<file path="config.mk">
export PLATFORM = sky130hd
export DESIGN_NAME = fetch_queue
export DESIGN_NICKNAME = d
export VERILOG_FILES = /design/src/rtl/fetch_queue.sv
export SDC_FILE = /design/constraint.sdc
export NUM_CORES = 1
export LEC_CHECK = 0
export CORE_MARGIN = 2
export CORE_UTILIZATION = 49
export CTS_CLUSTER_SIZE = 10
export DETAILED_ROUTE_END_ITERATION = 6
export GPL_ROUTABILITY_DRIVEN = 0
export PLACE_DENSITY_LB_ADDON = 0.1
export SETUP_SLACK_MARGIN = 0.15
export SYNTH_ARGS = -nofsm -noshare
export SYNTH_HDL_FRONTEND = slang
export SYNTH_SLANG_ARGS = --single-unit
export TNS_END_PERCENT = 10
</file>
<file path="constraint.sdc">
create_clock -name CLK -period 3.1 [get_ports CLK]
set_input_delay 0.62 -clock CLK [delete_from_list [all_inputs] [get_ports CLK]]
set_output_delay 0.62 -clock CLK [all_outputs]
set_load 0.02 [all_outputs]
</file>
<file path="src/rtl/fetch_queue.sv">
// Circular instruction queue between fetch and dispatch.
// Holds {instr, PC, nPC}; back-pressures fetch when full, flushes on redirect.
module fetch_queue #(
  parameter int IQ_DEPTH     = 4,
  parameter int LOG_IQ_DEPTH = 2
) (
  input  logic                    CLK,
  input  logic                    nRST,
  input  logic                    from_fetch_ivalid,
  input  logic [31:0]             from_fetch_instr,
  input  logic [13:0]             from_fetch_PC,
  input  logic [13:0]             from_fetch_nPC,
  input  logic                    from_pipeline_take_resolved,
  input  logic                    dispatch_ready,
  output logic                    to_dispatch_valid,
  output logic [31:0]             to_dispatch_instr,
  output logic [13:0]             to_dispatch_PC,
  output logic [13:0]             to_dispatch_nPC,
  output logic                    stall_fetch,
  output logic [LOG_IQ_DEPTH:0]   occupancy,
  output logic                    DUT_error
);

  typedef logic [31:0] word_t;
  typedef logic [13:0] pc_t;

  typedef struct packed {
    word_t instr;
    pc_t   pc;
    pc_t   npc;
  } entry_t;

  localparam logic [LOG_IQ_DEPTH:0] FULL_CNT =
    (LOG_IQ_DEPTH+1)'(IQ_DEPTH);

  entry_t                  mem [IQ_DEPTH];
  logic [LOG_IQ_DEPTH-1:0] head;
  logic [LOG_IQ_DEPTH-1:0] tail;
  logic [LOG_IQ_DEPTH:0]   count;
  logic                    err;

  logic full;
  logic empty;
  logic flush;
  logic enq;
  logic deq;
  logic ovf;
  entry_t head_e;

  assign full  = (count == FULL_CNT);
  assign empty = (count == '0);
  assign flush = from_pipeline_take_resolved;
  assign enq   = from_fetch_ivalid & ~full & ~flush;
  assign deq   = ~empty & dispatch_ready & ~flush;
  assign ovf   = from_fetch_ivalid & full & ~flush;

  assign head_e            = mem[head];
  assign to_dispatch_valid = ~empty;
  assign to_dispatch_instr = head_e.instr;
  assign to_dispatch_PC    = head_e.pc;
  assign to_dispatch_nPC   = head_e.npc;
  assign stall_fetch       = full;
  assign occupancy         = count;
  assign DUT_error         = err;

  // Entry storage: cleared on reset, written at tail on enqueue.
  always_ff @(posedge CLK) begin
    if (nRST) begin
      for (int i = 0; i < IQ_DEPTH; i++) begin
        mem[i] <= '0;
      end
    end else if (enq) begin
      mem[tail] <= '{
        instr: from_fetch_instr,
        pc:    from_fetch_PC,
        npc:   from_fetch_nPC
      };
    end
  end

  // Pointers and count; flush empties the queue and suppresses traffic.
  always_ff @(posedge CLK) begin
    if (nRST) begin
      head  <= '0;
      tail  <= '0;
      count <= '0;
    end else if (flush) begin
      head  <= '0;
      tail  <= '0;
      count <= '0;
    end else begin
      if (enq) tail <= tail + 1'b1;
      if (deq) head <= head + 1'b1;
      unique case ({enq, deq})
        2'b10:   count <= count + 1'b1;
        2'b01:   count <= count - 1'b1;
        default: count <= count;
      endcase
    end
  end

  // One-cycle error pulse when fetch pushes into a full queue.
  always_ff @(posedge CLK) begin
    if (nRST) err <= 1'b0;
    else      err <= ovf;
  end

endmodule

</file>
---- Word-level counts from Yosys, hierarchy flattened ----
Memories as Yosys holds them, arrays and structs flattened. A register that Yosys moved wholly into a read port is not among the register bits.
Cells that the tools add are included.
storage, ports and cells
  output and inout bits ................... 66
  memories kept ........................... 1
  logic and storage cells ................. 36
  input port bits ......................... 65
  register bits after elaboration ......... 8
  RAM bits ................................ 240
memories
  memory  words  bits a word  read ports  clocked after Yosys merged registers in  write ports  line  source
  mem     4      60           1           1                                        4            36    entry_t mem [IQ_DEPTH];
cells by class
  muxes and demuxes ....................... 11
  reduce and logical (&&, ||, !) cells .... 4
  eq/ne operators ......................... 3
  add/sub/neg operators ................... 4
  bitwise operators ....................... 9
operators by type and width
  cell                 count
  $mux 60              1
  $reduce_or 60->1     1
  $and 1x1->1          6
  $mux 1               6
  $mux 2               3
  $pmux 3 s2           1
  $add 2x1->2 const B  2
  $add 3x1->3 const B  1
  $eq 3x3->1 const B   1
  $logic_not 3->1      1
  $not 1->1            3
  $sub 3x1->3 const B  1
  $eq 2x1->1 const B   1
  $eq 2x2->1 const B   1
  $reduce_bool 2->1    1
  $reduce_or 2->1      1

---- Logic depth before layout (Yosys ltp) ----
  word-level depth ........................ 9
  depth in mapped cells ................... 9
  mapped depth without buffers ............ 9

---- Worst setup path after synthesis ----
No wires, ideal clock.
  path kind ............................... input to register
  from .................................... input from_pipeline_take_resolved
  to ...................................... memory mem[1][0] in the netlist's numbering (enable)
  buffers on the path ..................... 0
  data required time ...................... 2.683 ns
  cell stages on the path ................. 3
  arrival ................................. 2.345 ns
  setup slack ............................. 0.338 ns
  library setup time ...................... 0.417 ns
  cells stage by stage .................... nand2b_1 -> nor3_1 -> a21o_1
RTL lines
  element             line  source
  start: declaration  13    input logic from_pipeline_take_resolved,
  end: declaration    36

==> reports/results.ini <==
[run_status]
status=finished, final reports clean

[setup_path]
path_class=reg -> out
reg2reg_depth=10
regToRegSetupSlack_ns=0.73
arrival_ns=2.32
worstPathRequired_ns=2.48
path_delay_family=buffers and inverters
path_cells=buf_12 -> mux4_2 -> clkdlybuf4s50_1
crit_cells=3
reg2reg_from=occupancy[2]$_SDFFE_PP0P_
r2r-end=occupancy[2]$_SDFFE_PP0P_
cpPeakStageDelay_ns=0.55
cp-start-kind=register
critical-path-slowest-cell=clkdlybuf4s50_1
cp-end-kind=primary output
path_buf_inv=2
cp_max_fo=18

[synthesis]
yosysTopAreaCellShare=0.668
avgSynthCellArea_sq_um=17.0
synthTopCellsByArea=edfxtp_1 (67%), and2_1 (14%), mux4_2 (13%), dfxtp_1 (1.9%), clkbuf_2 (0.84%)
synth.cell_area_sq_um=10800
synth_nets=702
netlist_instances=635
ys_types=29
synthArstFlopShare=0
synth-seq-cells=250
yosys.area.top_type=edfxtp_1
synth_commonest_cells=and2_1 (240), edfxtp_1 (240), mux4_2 (60)
yosysSeqAreaShare=0.687
synth-main-ff-cell=edfxtp_1
yosysWarnings=0
synth_edf_count=240

[layout]
instances_no_fill=1086
n_antenna_cell=0
fin_util=0.621
areaGrowthSynthToFinish_pct=24.9
drive_above_1_share=0.161
nNetsFinal=851

[power_and_ir_drop]
power.leakage_uw=0.00484
power_per_cell_area_nw_per_um2=552
peakVddDrop_uv=469

[timing]
finalClockSkew_ns=0.00879
hold_viol_final=0
fmax_ghz=0.340
setup_tns_ns=0
whs_ns=0.534
worstMarginPinSlew_ns=0.670
rsz0062_at_grt=yes
slew_headroom=0.553
post-route-period-util=0.950
final_max_slew_viol_count=0
min_period_ns=2.94
setup_viol=0
layout_setup_ws_ns=0.155

[global_routing]
grt_pass1_vias=6604
grt_pass1_wl_mm=37.1
grt-ovfl-total=0
grt_max_degree=61
grt.total_usage=0.207
antenna_found_initial=0

[clock_network]
path_clk_slew_ns=0.05
cts_made_buffers=28
clk_latency_ns=0.53
hold_buffers=0
cts.sinks=250
cts-root-buf=clkbuf_16
cts_tree=yes
clockBufferDepth=3
htree_levels=1

[die]
core_sq_um=21700
initial_core_util=0.497
chipHeight_microns=152
dieWidth_microns=152
fp-row-count=54
num_io_pins=131
die_area_sq_um=23200

[worst_hold_path]
min_path_type=reg -> reg
whs_endpoint=head[0]$_SDFFE_PP0P_
hold_depth=2
hp-start=head[0]$_SDFFE_PP0P_

[routing]
ant_nets=0
num_vias=5888
drtPass1Iterations=4
remaining_drc_errors=0
viasPerCell=5.42
drt_wl_total_mm=23.6
wl_per_cell_microns=21.7
drtIter0Drc=318

[job]
cap_violations=0

[placed_design]
pre_cts_slack_ns=0.237
dp_hpwl_mm=13.5
io_buffers=130
dp.cells=1031

worst reg2reg max path, delay by kind of cell, from the launching register on:
family | cells | cell delay (ns)
xor+xnor | 1 | 0.16
fa+ha+maj | 2 | 0.57
simple gates | 3 | 0.63
buf+inv | 3 | 0.37
compound gates | 1 | 0.15
flops | 1 | 0.42
registers in the layout (all words and copies together) (netlist names), named ones only:
signal and cells:
DUT_error 1, head 2, occupancy 3, tail 2
mem 240
per-layer routing:
layer / vias up / global-route usage / share of wire
met1: 3053 / 0.272 / 0.42
met4: 0 / 0.0516 / 0.015
li1: 2653 / - / -
met3: 28 / 0.0324 / 0.048
met5: - / 0 / 0
met2: 154 / 0.365 / 0.51
per-stage QoR:
stage	cell area [sq um]	total power, uW
finish	13500	7440
global route	13500	7700
CTS	13500	7510
detailed placement	12600	4550
global placement	12600	4530
floorplan	10800	4210
cells by family after synthesis:
| kind of cell | after synthesis | share of synthesized area |
|---|---|---|
| AO/OA/AOI/OAI | 11 | 0.00673 |
| flip-flops | 250 | 0.687 |
| AND/OR/NAND/NOR | 263 | 0.156 |
| multiplexers | 60 | 0.125 |
| buffers and inverters | 45 | 0.0184 |
| XOR/XNOR | 4 | 0.00325 |
| adder cells (fa/ha/maj) | 2 | 0.00302 |
worst max-delay path by stage:
stage                                startpoint                   endpoint  slack (ns)
finish                                 register      to_dispatch_instr[14]        0.16
global route                           register      to_dispatch_instr[31]        0.05
CTS                                    register      to_dispatch_instr[30]        0.08
detailed placement  from_pipeline_take_resolved  occupancy[2]$_SDFFE_PP0P_        0.24
global placement    from_pipeline_take_resolved   mem[0][16]$_SDFFCE_PN0P_        0.40
floorplan           from_pipeline_take_resolved    mem[1][0]$_SDFFCE_PN0P_        0.34
report_power, final:
part	internal [uW]	switching, uW	leakage (uW)	total, uW
clock network	1740	1230	0.000385	2970
logic	285	292	0.00189	577
registers	3850	39.4	0.00257	3890
area by class of cell:
| cell class | instances | area [sq um] |
|---|---|---|
| clock buffer | 52 | 812 |
| inverter | 6 | 22.5 |
| multi-input combinational | 340 | 3210 |
| sequential | 250 | 7410 |
| tap | 280 | 350 |
| timing repair buffer | 158 | 1660 |
| fill | 1577 | 8210 |
cell usage in the layout, fill, tap and decap left out, drive strengths merged:
cell,netlist,routed
a21o,2,2
a21oi,3,3
a31o,1,1
and2,240,240
buf,6,28
clkbuf,33,52
clkdlybuf4s50,0,121
dfxtp,10,10
dlygate4sd2,0,5
dlymetal6s2s,0,4
edfxtp,240,240
fa,1,1
ha,1,1
inv,6,6
mux4,60,60
nand2b,1,1
nor2,9,9
nor3,1,1
nor3b,2,2
nor4,3,3
o21ai,2,2
o21bai,1,1
o311ai,1,1
o31ai,1,1
or2,3,3
or3,3,3
or3b,1,1
xor2,4,4
what timing repair did:
item                       CTS  global route
setup buffers                3             0
setup endpoints to repair   53            54
resized for setup            5             5
cloned                       0             0
Note: power is estimated with default switching activity, not from simulation.
